$ cat config.mk
export PLATFORM = sky130hd
export DESIGN_NAME = fxp_mul_seq
export DESIGN_NICKNAME = d
export VERILOG_FILES = /design/src/rtl/fxp_mul_seq.sv
export SDC_FILE = /design/constraint.sdc
export NUM_CORES = 1
export LEC_CHECK = 0
export ABC_AREA = 1
export ABC_CLOCK_PERIOD_IN_PS = 4100
export CAP_MARGIN = 20
export CORE_MARGIN = 4
export CORE_UTILIZATION = 42
export DETAILED_ROUTE_END_ITERATION = 12
export GPL_ROUTABILITY_DRIVEN = 0
export GPL_TIMING_DRIVEN = 0
export PLACE_DENSITY_LB_ADDON = 0.08
export REMOVE_ABC_BUFFERS = 1
export SYNTH_ARGS = -nofsm -noshare
export SYNTH_HDL_FRONTEND = slang
export SYNTH_SLANG_ARGS = --single-unit
$ cat constraint.sdc
create_clock -name clk -period 4.1 [get_ports clk]
set_clock_uncertainty 0.05 [all_clocks]
set_input_delay 0.82 -clock clk [delete_from_list [all_inputs] [get_ports clk]]
set_output_delay 0.82 -clock clk [all_outputs]
set_load 0.02 [all_outputs]
$ cat src/rtl/fxp_mul_seq.sv
// Sequential signed fixed-point multiplier: sign-magnitude radix-2 shift-add, then normalize/saturate.
// Optional macro FXP_MUL_ROUND_EN: round half away from zero before the normalizing shift.
module fxp_mul_seq #(
    parameter int unsigned A_W   = 12,
    parameter int unsigned A_F_W = 8,
    parameter int unsigned B_W   = 12,
    parameter int unsigned B_F_W = 8,
    parameter int unsigned O_I_W = 4,
    parameter int unsigned O_F_W = 8
) (
    input  logic                     clk,
    input  logic                     rst,
    input  logic                     in_valid,
    output logic                     in_ready,
    input  logic [A_W-1:0]           a,
    input  logic [B_W-1:0]           b,
    output logic                     out_valid,
    input  logic                     out_ready,
    output logic [O_I_W+O_F_W-1:0]   o
);

    localparam int unsigned O_W    = O_I_W + O_F_W;
    localparam int unsigned P_W    = A_W + B_W;
    localparam int unsigned SHIFT  = A_F_W + B_F_W - O_F_W;
    localparam int unsigned CNT_W  = $clog2(B_W + 1);
    localparam int unsigned O_MAX  = (2 ** (O_W - 1)) - 1;
    localparam int unsigned RND_SH = (SHIFT > 0) ? SHIFT - 1 : 0;
`ifdef FXP_MUL_ROUND_EN
    localparam logic [P_W:0] RND_ADD = (SHIFT > 0) ? ((P_W + 1)'(1) << RND_SH) : '0;
`else
    localparam logic [P_W:0] RND_ADD = '0;
`endif

    typedef enum logic [1:0] {IDLE, MUL, NORM, DONE} state_t;

    state_t           state;
    state_t           state_nxt;
    logic [CNT_W-1:0] cnt;
    logic [P_W-1:0]   acc;
    logic [P_W-1:0]   a_sh;
    logic [B_W-1:0]   b_sh;
    logic             sign;

    logic [A_W-1:0]   a_mag_c;
    logic [B_W-1:0]   b_mag_c;
    logic             accept_c;
    logic             last_c;
    logic [P_W:0]     mag_rnd_c;
    logic [P_W:0]     mag_sh_c;
    logic [O_W-1:0]   o_c;

    // Operand magnitudes; the most negative value maps to its exact unsigned magnitude
    always_comb begin
        a_mag_c  = a[A_W-1] ? (~a + A_W'(1)) : a;
        b_mag_c  = b[B_W-1] ? (~b + B_W'(1)) : b;
        accept_c = (state == IDLE) && in_valid;
        last_c   = (cnt == CNT_W'(B_W - 1));
    end

    // Normalize, saturate symmetrically, then apply sign (zero magnitude yields plain zero)
    always_comb begin
        mag_rnd_c = {1'b0, acc} + RND_ADD;
        mag_sh_c  = mag_rnd_c >> SHIFT;
        if (mag_sh_c > (P_W + 1)'(O_MAX)) begin
            o_c = sign ? -O_W'(O_MAX) : O_W'(O_MAX);
        end else begin
            o_c = sign ? -O_W'(mag_sh_c) : O_W'(mag_sh_c);
        end
    end

    always_comb begin
        state_nxt = state;
        case (state)
            IDLE:    if (accept_c) state_nxt = MUL;
            MUL:     if (last_c) state_nxt = NORM;
            NORM:    state_nxt = DONE;
            DONE:    if (out_ready) state_nxt = IDLE;
            default: state_nxt = IDLE;
        endcase
    end

    always_ff @(posedge clk) begin
        if (rst) state <= IDLE;
        else     state <= state_nxt;
    end

    // Datapath and registered handshake outputs
    always_ff @(posedge clk) begin
        if (rst) begin
            in_ready  <= 1'b1;
            out_valid <= 1'b0;
            o         <= '0;
            acc       <= '0;
            a_sh      <= '0;
            b_sh      <= '0;
            sign      <= 1'b0;
            cnt       <= '0;
        end else begin
            in_ready  <= (state_nxt == IDLE);
            out_valid <= (state_nxt == DONE);
            case (state)
                IDLE: begin
                    if (accept_c) begin
                        a_sh <= P_W'(a_mag_c);
                        b_sh <= b_mag_c;
                        sign <= a[A_W-1] ^ b[B_W-1];
                        acc  <= '0;
                        cnt  <= '0;
                    end
                end
                MUL: begin
                    if (b_sh[0]) acc <= acc + a_sh;
                    a_sh <= a_sh << 1;
                    b_sh <= b_sh >> 1;
                    cnt  <= cnt + CNT_W'(1);
                end
                NORM:    o <= o_c;
                default: ;
            endcase
        end
    end

endmodule

Yosys cells after proc, flatten, opt, wreduce, memory -nomap -nowiden
Index checks and enable logic that the tools add are counted.

Output and inout bits: 14. Logic and storage cells: 50. Bits of input ports: 28. Register bits: 81.

Order comparisons: 1. Equality and inequality tests: 7. Multiplexer cells: 18. Add/sub/neg operators: 5. Bitwise gates (word level): 3. Reductions and logical operators: 7.

Operators by type and width (count): one-hot mux 24 bit (2 select lines) (2); two-way mux 12 bit (6); two-way mux 24 bit (3); adder 12 x 1 -> 12 bit (second input constant) (2); adder 24 bit (1); NOT 12 bit (2); one-hot mux 12 bit (2 select lines) (1); greater-than comparator 16 x 11 -> 1 bit (second input constant) (1); negation 12 bit (1); one-hot mux 2 bit (4 select lines) (1); one-hot mux 4 bit (2 select lines) (1); == test 2 bit (second input constant) (3); two-way mux 2 bit (3); adder 4 x 1 -> 4 bit (second input constant) (1); == test 4 bit (second input constant) (1); zero test 2 bit (2); two-way mux 4 bit (1); != test 2 bit (second input constant) (2); AND reduction 2 bit (2); AND reduction 3 bit (1); == test 2 x 1 -> 1 bit (second input constant) (1); nonzero test 2 bit (1); logical AND 1 bit (1); bitwise XOR 1 bit (1).

Longest topological paths before layout
Gate-level depths: netlist of run 1.

Depth after elaboration: 5. Gate-level depth with buffers: 13. Depth with buffers taken out: 13.

Worst setup path after synthesis of run 1
Ideal clock, no wire load.

Kind: input port to flip-flop. Start point: input port b[0]. End point: register b_sh[10]. Slack: 2.238 ns. Setup time: 0.070 ns. Cell stages on the path: 10. Required time: 3.980 ns. Arrival time: 1.741 ns. Buffers on the path: 0. Cell sequence: inv_1 -> ha_1 -> inv_1 -> nor3_2 -> nand3_1 -> nand2_1 -> nand2_1 -> a21oi_1 -> o21ai_1 -> a21oi_1.

Cells in the longest elaborated chain, start to end: 5.

RTL lines: start, declared (RTL line 16) `input logic [B_W-1:0] b,`; NOT 12 bit (RTL line 55) `b_mag_c = b[B_W-1] ? (~b + B_W'(1)) : b;`; adder 12 x 1 -> 12 bit (RTL line 55); two-way mux 12 bit (RTL line 55); two-way mux 12 bit (RTL line 103) `if (accept_c) begin`; one-hot mux 12 bit (2 select lines) (RTL line 101) `case (state)`; end signal, assigned (RTL line 105) `b_sh <= b_mag_c;`; end signal, assigned (RTL line 114) `b_sh <= b_sh >> 1;`; end, declared (RTL line 41) `logic [B_W-1:0] b_sh;`.

Every way passes these cells. The select of a mux whose other input is x is not followed. A chain may end at the register's enable or synchronous reset.

Worst setup path in the final report of run 1
Start point: input port in_valid. End point: register a_sh[9].

Cells in the longest elaborated chain, start to end: 3.

RTL lines: start, declared (RTL line 13) `input logic in_valid,`; logical AND 1 bit (RTL line 56) `accept_c = (state == IDLE) && in_valid;`; != test 2 bit (no line); AND reduction 2 bit (no line); end signal, assigned (RTL line 104) `a_sh <= P_W'(a_mag_c);`; end signal, assigned (RTL line 113) `a_sh <= a_sh << 1;`; end, declared (RTL line 40) `logic [P_W-1:0] a_sh;`.

Every way passes these cells.

==> results by group, run 1 <==
Route
  – Vias/cell: between 5 and 6
  – Total wire length: approximately 14000 um
  – Wire length per cell: ~13 um
  – Post-DRT Antenna Nets: 0
  – Drt first pass iters: 4
  – DRC errors left: 0
  – Initial DRC Count: 402
  – Via count: between 5000 and 6000

Clock network
  – Hold_buf cts: 0
  – Post-CTS Setup Bufs: 0
  – Clk_lat worst skew: approximately 0.34 ns
  – Num Clock Sinks: approximately 80
  – Clk buf depth: 2
  – CTS tree: yes
  – Post-CTS sizing: 0
  – Clock transition at path regs: 0.06 ns
  – Total CTS buffers: 9
  – CTS root buf: clkbuf_16
  – H-tree depth: 3

Placement
  – Placed Area: 0.00602 sq mm
  – Setup WS pre-CTS: about 1.3 ns
  – Placed Instances: between 1000 and 1500
  – Port-buffer cells: between 40 and 50
  – DP Wirelength: approximately 10000 um

Finish
  – Ant. Diodes: 0
  – Non-filler cells, final: 1085
  – Fill cell count: 1353
  – Nets: 967
  – Final design utilization: between 40% and 50%
  – Area growth syn-to-layout: 13.5%
  – Share of cells above drive strength 1: around 4.6%
  – Post-route cell area: approximately 0.0063 sq mm

Global routing
  – Vias in the first global route: approximately 5300
  – GRT overflow: 0
  – First-pass GRT wire length: 23600 um
  – Largest net degree at the start of global routing: 46
  – Initial antenna violation count: 0
  – Gr usage total: roughly a fifth

Logic synthesis
  – Sequential share of the synthesized area: between 20 and 30%
  – Post-Synth XOR/XNOR Area: 1.27%
  – Simple-gate share of the synthesized area: a little under two fifths
  – Post-synthesis mux area share: 0%
  – EDFF count, synth: 0
  – Synth warn: 0
  – Flops & latches, synth: 81
  – Post-Syn Area: around 0.0055 sq mm
  – Compound-Gate Fraction of Synth Area: around 15%
  – Asr flop ratio synth: 0%
  – Primary FF master, synth: dfxtp_1
  – Syn_area_per_cell: 6.25 sq um
  – Synth Area in Adders: 6.48%
  – Largest family of logic cells by synthesized area: simple AND/OR/NAND/NOR gates
  – Synth cell types: 46
  – Post-Syn Instances: approximately 880

Worst hold path
  – Worst Hold Depth: 2
  – WHS Endpoint: acc[5]
  – Worst hold start: acc[5]
  – Hold Crit Class: register to register

Timing
  – Setup ws final: around 1.7 ns
  – Final hold violations: 0
  – Actual slew at the worst max-slew pin: between 0.6 and 0.7 ns
  – Hold_ws: roughly 0.42 ns
  – Tmin final: about 2.4 ns
  – Setup TNS Final: 0 ns
  – Period utilisation layout: between 50% and 60%
  – Final setup vio count: 0
  – Slew Viols, Final: 0
  – Max Clk Rate: approximately 410 MHz
  – RSZ-0062 raised after global routing: no
  – Slew headroom: between 50% and 60%

Critical path
  – Required time worst endpoint: around 4.3 ns
  – CP Launch Type: input pin
  – R2r setup slk: slightly below 2 ns
  – Setup crit end kind: register
  – Reg2reg end: acc[2]
  – Crit-path max FO: 37
  – Arr. time, crit path: 2.60 ns
  – R2R depth: 7
  – WS Path Type: input pin to register
  – R2R Path Start: state[1]

Status
  – Outcome: complete, no violations

Die
  – Std-Cell Rows: 41
  – Die Area: 0.0150 sq mm
  – Die W: roughly 120 um
  – I/O pin count: between 40 and 50
  – Die Ht: 123 um
  – Core footprint: between 0.01 and 0.015 sq mm
  – Starting density of the core: between 40% and 50%

Power and ir drop
  – Power Total: 1.76 mW
  – Total leakage power: 2.84 nW
  – Peak supply drop: between 0.0001 and 0.00015 V
  – Cell Pwr Density: around 280 mW/mm^2

Job
  – Maximum capacitance violations: 0
==> logic make-up (layout without fill, tap and decap cells) <==
group | Yosys count | count (layout)
AO/OA/AOI/OAI | 149 | 149
flip-flops | 81 | 81
XOR/XNOR | 8 | 8
AND/OR/NAND/NOR | 467 | 467
adder cells (fa/ha/maj) | 28 | 28
buffers and inverters | 150 | 180
==> sequential cells by signal (all words and copies together), names as in the netlist <==
register	flops
state	2
out_valid	1
acc	24
sign	1
o	12
a_sh	24
in_ready	1
b_sh	12
cnt	4
==> where the power goes <==
part	switching [mW]	internal (mW)	total [mW]
clock network	0.310	0.399	0.709
logic	0.138	0.0821	0.220
registers	0.0207	0.812	0.832
==> cell usage in the layout (no fill, tap or decap), drive strengths merged, types with 8 or more instances in the layout <==
| cell type | count |
|---|---|
| a21oi | 84 |
| a22oi | 9 |
| a31oi | 12 |
| clkbuf | 10 |
| clkdlybuf4s50 | 40 |
| dfxtp | 81 |
| ha | 27 |
| inv | 123 |
| nand2 | 289 |
| nand3 | 74 |
| nand4 | 12 |
| nor2 | 68 |
| o21ai | 33 |
| or2 | 8 |
==> metal layers <==
layer  track usage [%]  part of all wire (%)  vias up
met5                 0                     0        -
met4              9.31                   2.5        0
met3              3.00                   3.5       19
met2              31.6                    46      105
met1              24.7                    48     2501
li1                  -                     -     2898
==> critical path, cell delays in order <==
cell             delay, ns
clkdlybuf4s50_1       0.45
nand3_4               0.21
inv_4                 0.15
nor2_8                0.46
inv_1                 0.22
o211ai_1              0.22
inv_1                 0.05
==> layout make-up <==
cell class	instances	area [sq um]	area share [%]
inverters	125	473	7.55
well taps	172	215	3.43
multi-input cells	652	3280	52.4
clock inverters	3	21.3	0.339
repair buffers	42	425	6.79
clock buffers	10	229	3.65
flip-flops and latches	81	1620	25.9
==> worst max path at each step <==
stage | startpoint | endpoint | slack, ns | cells after the start
2_1_floorplan | b[0] | b_sh[10] | 2.24 | 10
3_3_place_gp | rst | a_sh[9] | -0.38 | 4
3_5_place_dp | in_valid | a_sh[9] | 1.33 | 7
4_1_cts | in_valid | b_sh[1] | 1.70 | 8
5_1_grt | in_valid | a_sh[9] | 1.53 | 7
6_report | in_valid | a_sh[9] | 1.69 | 7
==> cell usage after synthesis (2+ instances only) <==
cell type	instances	area [sq um]
a21o_1	3	22.5
a21oi_1	82	410
a21oi_2	2	17.5
a22oi_1	9	67.6
a31oi_1	12	75.1
buf_2	7	35.0
buf_6	5	56.3
clkbuf_1	12	45.0
dfxtp_1	81	1620
ha_1	27	338
inv_1	120	450
inv_2	2	7.51
nand2_1	287	1080
nand3_1	73	365
nand3b_1	7	52.6
nand4_1	11	68.8
nor2_1	61	229
nor2_2	4	25.0
nor2_8	2	40.0
nor3_1	5	25.0
nor3_2	2	20.0
o211ai_1	3	22.5
o21ai_0	27	135
o21ai_1	5	25.0
or2_2	7	43.8
xor2_1	7	61.3
Power figures use the tool's default switching activity.
==> inputs of run 2 (changes only) <==
--- a/config.mk
+++ b/config.mk
@@ -6,7 +6,7 @@
 export NUM_CORES = 1
 export LEC_CHECK = 0
 export ABC_AREA = 1
-export ABC_CLOCK_PERIOD_IN_PS = 4100
+export ABC_CLOCK_PERIOD_IN_PS = 2100
 export CAP_MARGIN = 20
 export CORE_MARGIN = 4
 export CORE_UTILIZATION = 42
==> constraint.sdc (replaced) <==
create_clock -name clk -period 2.1 [get_ports clk]
set_clock_uncertainty 0.05 [all_clocks]
set_input_delay 0.42 -clock clk [delete_from_list [all_inputs] [get_ports clk]]
set_output_delay 0.42 -clock clk [all_outputs]
set_load 0.02 [all_outputs]
==> results by group, run 2 (synthesized netlist as in run 1, its figures left out) <==
Finish
  – Most common cell after layout, fill and taps aside: nand2_1
  – Non-filler cells, final: 1095 (+0.92%)
  – Largest registers: a_sh: 24 flops, acc: 24 flops
  – Most frequent cells in the layout: 287 x nand2_1, 120 x inv_1, 82 x a21oi_1
  – Share of cells above drive strength 1: 5.85% (+1.3 points)
  – Area growth syn-to-layout: 15.7%
  – Nets: 977 (+1.0%)
  – Final design utilization: 50.2% (+0.92 points)
  – Ant. Diodes: 0 (unchanged)

Die
  – I/O pin count: 42 (unchanged)
  – Starting density of the core: 43.4% (unchanged)
  – Die W: 123 um (unchanged)
  – Core footprint: 0.0127 sq mm (unchanged)
  – Std-Cell Rows: 41 (unchanged)
  – Die Ht: 123 um (unchanged)
  – Die Area: 0.0150 sq mm (unchanged)

Status
  – Outcome: complete, no violations

Critical path
  – Setup crit end kind: register
  – WS Path Type: register to register
  – CP Launch Type: register
  – Arr. time, crit path: 2.18 ns (-0.42 ns)
  – Crit-path max FO: 18 (-51%)
  – Slowest stage delay, CP: 0.54 ns (+0.08 ns)
  – Crit-path slowest cell: dfxtp_1
  – Required time worst endpoint: 2.32 ns (-1.96 ns)
  – Critical-path cell list: inv_2 > nand3_4 > inv_4 > nor2_4 > a22oi_1 > a21oi_1

Route
  – Vias/cell: 5.12 (+0.50%)
  – Post-DRT Antenna Nets: 0 (unchanged)
  – Initial DRC Count: 379 (-5.7%)
  – Total wire length: 14500 um (+6.1%)
  – DRC errors left: 0 (unchanged)
  – Drt first pass iters: 5 (+1)
  – Via count: 5602 (+1.4%)
  – Wire length per cell: 13.2 um (+5.1%)

Power and ir drop
  – Total leakage power: 2.89 nW (+1.6%)
  – Peak supply drop: 0.000315 V (+110%)
  – Cell Pwr Density: 549 mW/mm^2 (+95%)

Global routing
  – Vias in the first global route: 5265 (-0.076%)
  – Initial antenna violation count: 0 (unchanged)
  – First-pass GRT wire length: 23900 um (+1.4%)
  – Gr usage total: 19.6% (+0.37 points)
  – GRT overflow: 0 (unchanged)
  – Largest net degree at the start of global routing: 46 (unchanged)

Timing
  – Slew headroom: 56.4% (+3.0 points)
  – Hold_ws: 0.418 ns (-0.000848 ns)
  – Period utilisation layout: between 90% and 100%
  – Final hold violations: 0 (unchanged)
  – RSZ-0062 raised after global routing: yes
  – Actual slew at the worst max-slew pin: 0.652 ns (-0.0466 ns)
  – Final setup vio count: 0 (unchanged)
  – Tmin final: just under 2 ns
  – Slew Viols, Final: 0 (unchanged)
  – Setup TNS Final: 0 ns (unchanged)
  – Max Clk Rate: 509 MHz

Job
  – Maximum capacitance violations: 0 (unchanged)

Placement
  – Port-buffer cells: 41 (unchanged)
  – DP Wirelength: 10500 um (unchanged)
  – Placed Instances: 1072 (unchanged)

Clock network
  – H-tree depth: 3 (unchanged)
  – Clock transition at path regs: 0.06 ns (about the same)
  – CTS tree: yes
  – Total CTS buffers: 9 (unchanged)
  – Clk buf depth: 2 (unchanged)
  – CTS root buf: clkbuf_16
  – Clk_lat worst skew: 0.34 ns (about the same)
  – Num Clock Sinks: 81 (unchanged)
  – Hold_buf cts: 0 (unchanged)

Worst hold path
  – Hold Crit Class: register to register
==> run 2: metal layers <==
metal	global-route usage (%)	wire (um)	up-vias
li1	-	-	2925
met1	25.5	6950	2550
met2	32.3	6660	108
met3	2.95	530	19
met4	8.68	315	0
met5	0	0	-
==> run 2: layout make-up <==
class	instances	area [sq um]
Inverter	125	474
Clock inverter	3	21.3
Clock buffer	10	229
Fill cell	1347	6340
Sequential cell	81	1620
Timing Repair Buffer	49	503
Tap cell	172	215
Multi-Input combinational cell	655	3320
==> run 2: report_power, final <==
part           leakage (nW)  switching, mW  internal (mW)
clock network         0.120          0.608          0.780
logic                  2.11          0.301          0.193
registers             0.657         0.0403           1.58
total                  2.89          0.949           2.56
==> run 2: final timing paths <==
kind	start	end	slack, ns	depth (start not counted)
max	state[1]	a_sh[7]	0.14	6
min	acc[5]	acc[5]	0.42	2
max reg2reg	state[1]	a_sh[7]	0.14	6
min reg2reg	acc[5]	acc[5]	0.42	2
==> run 2: worst max-delay path: cells and delay by family (launching register included) <==
kind / cells / cell delay [ns]
flops: 1 / 0.54
simple gates: 2 / 0.70
buf+inv: 2 / 0.29
compound gates: 2 / 0.30
==> run 2: timing repair <==
| action | in CTS | in global routing |
|---|---|---|
| buffers inserted | 0 | 7 |
| resized for setup | 1 | 3 |
| pin swaps | 1 | 5 |
| gates cloned | 1 | 2 |
| setup endpoints to repair | 15 | 27 |
==> run 2: stage by stage <==
step	instance area, sq um	total power [mW]	setup slack, ns
floorplan	5380	1.91	0.355
detailed placement	6020	2.09	-0.271
global placement	6000	2.08	-1.98
global route	6380	3.66	-0.0134
CTS	6280	3.50	-0.0719
finish	6380	3.51	0.135
==> inputs of run 3 (changes only) <==
--- a/config.mk
+++ b/config.mk
@@ -5,7 +5,6 @@
 export SDC_FILE = /design/constraint.sdc
 export NUM_CORES = 1
 export LEC_CHECK = 0
-export ABC_AREA = 1
 export ABC_CLOCK_PERIOD_IN_PS = 2100
 export CAP_MARGIN = 20
 export CORE_MARGIN = 4
==> results by group, run 3 <==
Status
  – Outcome: finished with violations
  – Failing checks: negative setup slack

Critical path
  – CP top delay family: compound AO/OA/AOI/OAI gates
  – Arr. time, crit path: 2.61 ns (+0.43 ns)
  – Setup crit end kind: register
  – Slowest stage delay, CP: 0.36 ns (-0.18 ns)
  – CP Launch Type: register
  – Required time worst endpoint: 2.28 ns (-0.04 ns)
  – Crit-path slowest cell: dfxtp_4
  – WS Path Type: register to register
  – Crit-path max FO: 3 (-15)
  – CP bufs+invs: 2 (unchanged)
  – Critical-path cell list: ha_4 > fa_2 > a21o_1 > a311o_1 > a31o_2 > a21oi_4 > buf_4 > buf_6 > xnor2_2 > o21ai_1

Clock network
  – H-tree depth: 3 (unchanged)
  – Hold_buf cts: 0 (unchanged)
  – Clock transition at path regs: 0.07 ns (about the same)
  – CTS tree: yes
  – Num Clock Sinks: 81 (unchanged)
  – Total CTS buffers: 9 (unchanged)
  – CTS root buf: clkbuf_16
  – Clk_lat worst skew: 0.35 ns (about the same)
  – Clk buf depth: 2 (unchanged)

Die
  – Die Area: 0.0131 sq mm (-13%)
  – Core footprint: 0.0110 sq mm (-14%)
  – I/O pin count: 42 (unchanged)
  – Die Ht: 115 um (-6.6%)
  – Die W: 115 um (-6.6%)
  – Std-Cell Rows: 38 (-7.3%)
  – Starting density of the core: 43.4% (+0.046 points)

Finish
  – Most frequent cells in the layout: 73 x nand2_1, 70 x a21oi_1, 67 x dfxtp_1
  – Storage element area: 0.00165 sq mm (+1.9%)
  – Post-route cell area: 0.00633 sq mm (-0.90%)
  – Largest registers: a_sh: 24 flops, acc: 24 flops
  – Nets: 716 (-27%)
  – Most common cell after layout, fill and taps aside: nand2_1
  – Share of cells above drive strength 1: 21.2% (+15 points)
  – Area of the multi-input gates: 0.00347 sq mm (+4.6%)
  – Non-filler cells, final: 805 (-26%)
  – Ant. Diodes: 0 (unchanged)
  – Fill cell count: 990 (-27%)
  – Area growth syn-to-layout: 32.6%

Route
  – Max Used Layer: met4
  – Initial DRC Count: 218 (-42%)
  – Vias/cell: 5.74 (+12%)
  – Total wire length: 12900 um (-11%)
  – Metal2 WL: 6130 um (-8.0%)
  – DRC errors left: 0 (unchanged)
  – Wire length per cell: 16.1 um (+22%)
  – Via count: 4621 (-18%)
  – Met1 wire length: 5950 um (-14%)
  – Met3 WL: 592 um (+12%)
  – Post-DRT Antenna Nets: 0 (unchanged)
  – Drt first pass iters: 4 (-1)

Logic synthesis
  – Count leader, synth: dfxtp_1
  – EDFF count, synth: 0 (unchanged)
  – Post-Syn Area: 0.00477 sq mm (-14%)
  – Post-Syn Instances: 608 (-31%)
  – Synth cell types: 52 (+13%)
  – Asr flop ratio synth: 0% (unchanged)
  – Share of the synthesized area in the top cell type: 34.0% (+4.6 points)
  – Primary FF master, synth: dfxtp_1
  – Area contributors post-synth: dfxtp_1 34%, a21oi_1 8.3%, ha_1 7.1%
  – Yosys top cell by area: dfxtp_1
  – Synth top cells by count: 81 x dfxtp_1, 79 x a21oi_1, 76 x nand2_1, 56 x nor2_1, 32 x clkbuf_1
  – Sequential share of the synthesized area: 34.0% (+4.6 points)
  – Synth warn: 0 (unchanged)
  – Syn_area_per_cell: 7.84 sq um (+26%)
  – Flops & latches, synth: 81 (unchanged)

Power and ir drop
  – Net Switching: 0.975 mW (+2.7%)
  – Total leakage power: 2.30 nW (-20%)
  – Comb pwr share: 12.1% (-2.0 points)
  – Sw Share: 26.5% (-0.55 points)
  – Reg power frac: 44.0% (-2.3 points)
  – Peak supply drop: 0.000413 V (+31%)
  – Power Total: 3.68 mW (+4.8%)
  – Cell Pwr Density: 581 mW/mm^2 (+5.8%)
  – Clk pwr share: 43.9% (+4.3 points)
  – Pint: 2.70 mW (+5.6%)

Placement
  – Port-buffer cells: 41 (unchanged)
  – Placed Area: 0.00528 sq mm (-12%)
  – DP Wirelength: 8170 um (-22%)
  – Placed Instances: 759 (-29%)

Timing
  – Slew Viols, Final: 0 (unchanged)
  – Tmin final: 2.43 ns (+0.466 ns)
  – Final setup vio count: 15 (+15)
  – Hold_ws: 0.398 ns (-0.0209 ns)
  – Period utilisation layout: 116% (+22 points)
  – Setup ws final: -0.331 ns (-0.466 ns)
  – Slew headroom: 39.4% (-17 points)
  – RSZ-0062 raised after global routing: yes
  – Max Clk Rate: 411 MHz (-19%)
  – Actual slew at the worst max-slew pin: 0.904 ns (+0.252 ns)
  – Setup TNS Final: -2.40 ns (-2.40 ns)
  – Final hold violations: 0 (unchanged)

Global routing
  – First-pass GRT wire length: 21200 um (-11%)
  – Vias in the first global route: 4432 (-16%)
  – GRT overflow: 0 (unchanged)
  – Initial antenna violation count: 0 (unchanged)
  – Gr usage total: 19.9% (+0.27 points)
  – Largest net degree at the start of global routing: 51 (+11%)

Job
  – Maximum capacitance violations: 0 (unchanged)

Worst hold path
  – Hold Crit Class: register to register
run 3: cell types whose count changed after synthesis, sizes merged, moves of 8 or more:
cell    before  now
or3          0    8
nand4       12    4
inv        123   14
nor2        68   56
nand3       74   20
xnor2        1   27
clkbuf      12   32
a22oi        9   24
buf         13    1
nand2      289   76
run 3: worst register-to-register path, cell delays in order (launching register included):
cell and delay, ns:
dfxtp_4 0.36, ha_4 0.16, fa_2 0.35, a21o_1 0.19
a311o_1 0.31, a31o_2 0.30, a21oi_4 0.19, buf_4 0.14
buf_6 0.09, xnor2_2 0.11, o21ai_1 0.08
run 3: final cells by class:
type | count | share of cell area, %
Clock buffer | 9 | 3.56
Multi-Input combinational cell | 482 | 54.9
Timing Repair Buffer | 72 | 10.6
Tap cell | 140 | 2.77
Sequential cell | 81 | 26.1
Clock inverter | 7 | 1.23
Inverter | 14 | 0.910
run 3: layer usage:
metal  global-route usage [%]  vias up
met1                     25.4     2179
met3                     4.76       25
met4                     6.41        0
met2                     32.9      103
met5                        0        -
li1                         -     2314
run 3: timing repair:
action | 4_1_cts | 5_1_grt
resized for setup | 70 | 63
buffers inserted | 17 | 13
endpoints found under the setup margin | 50 | 50
pin swaps | 19 | 32
cloned | 2 | 0
run 3: stage by stage:
| step | setup WS, ns | util (%) |
|---|---|---|
| after detailed placement | -1.10 | 48.1 |
| after global routing | -0.407 | 57.6 |
| final | -0.331 | 57.6 |
| after global placement | -2.42 | 47.6 |
| after CTS | -0.350 | 54.1 |
| after floorplan | -1.03 | - |
run 3: kinds of logic (layout without fill, tap and decap cells):
| logic type | after synthesis | after routing | synth area share (%) |
|---|---|---|---|
| AOI/OAI and AO/OA | 201 | 201 | 26.7 |
| xor gates and xnor gates | 40 | 40 | 7.35 |
| adders and majority gates | 28 | 28 | 7.50 |
| buffers and inverters | 47 | 102 | 3.73 |
| DFF | 81 | 81 | 34.0 |
| muxes | 4 | 4 | 0.839 |
| and+or+nand+nor | 207 | 209 | 19.9 |
run 3: worst paths after layout:
check / from / endpoint / slack, ns / depth (start not counted)
worst min register to register: o[10] / o[10] / 0.40 / 2
worst max register to register: a_sh[0] / acc[12] / -0.33 / 10
worst min-delay path: o[10] / o[10] / 0.40 / 2
worst max-delay path: a_sh[0] / acc[12] / -0.33 / 10
run 3: power groups by stage:
stage	clock, mW	sequential [mW]	combinational [mW]
global route	1.73	1.62	0.492
CTS	1.66	1.61	0.415
global placement	0	1.65	0.375
floorplan	0	1.64	0.229
detailed placement	0	1.65	0.393
finish	1.61	1.62	0.446
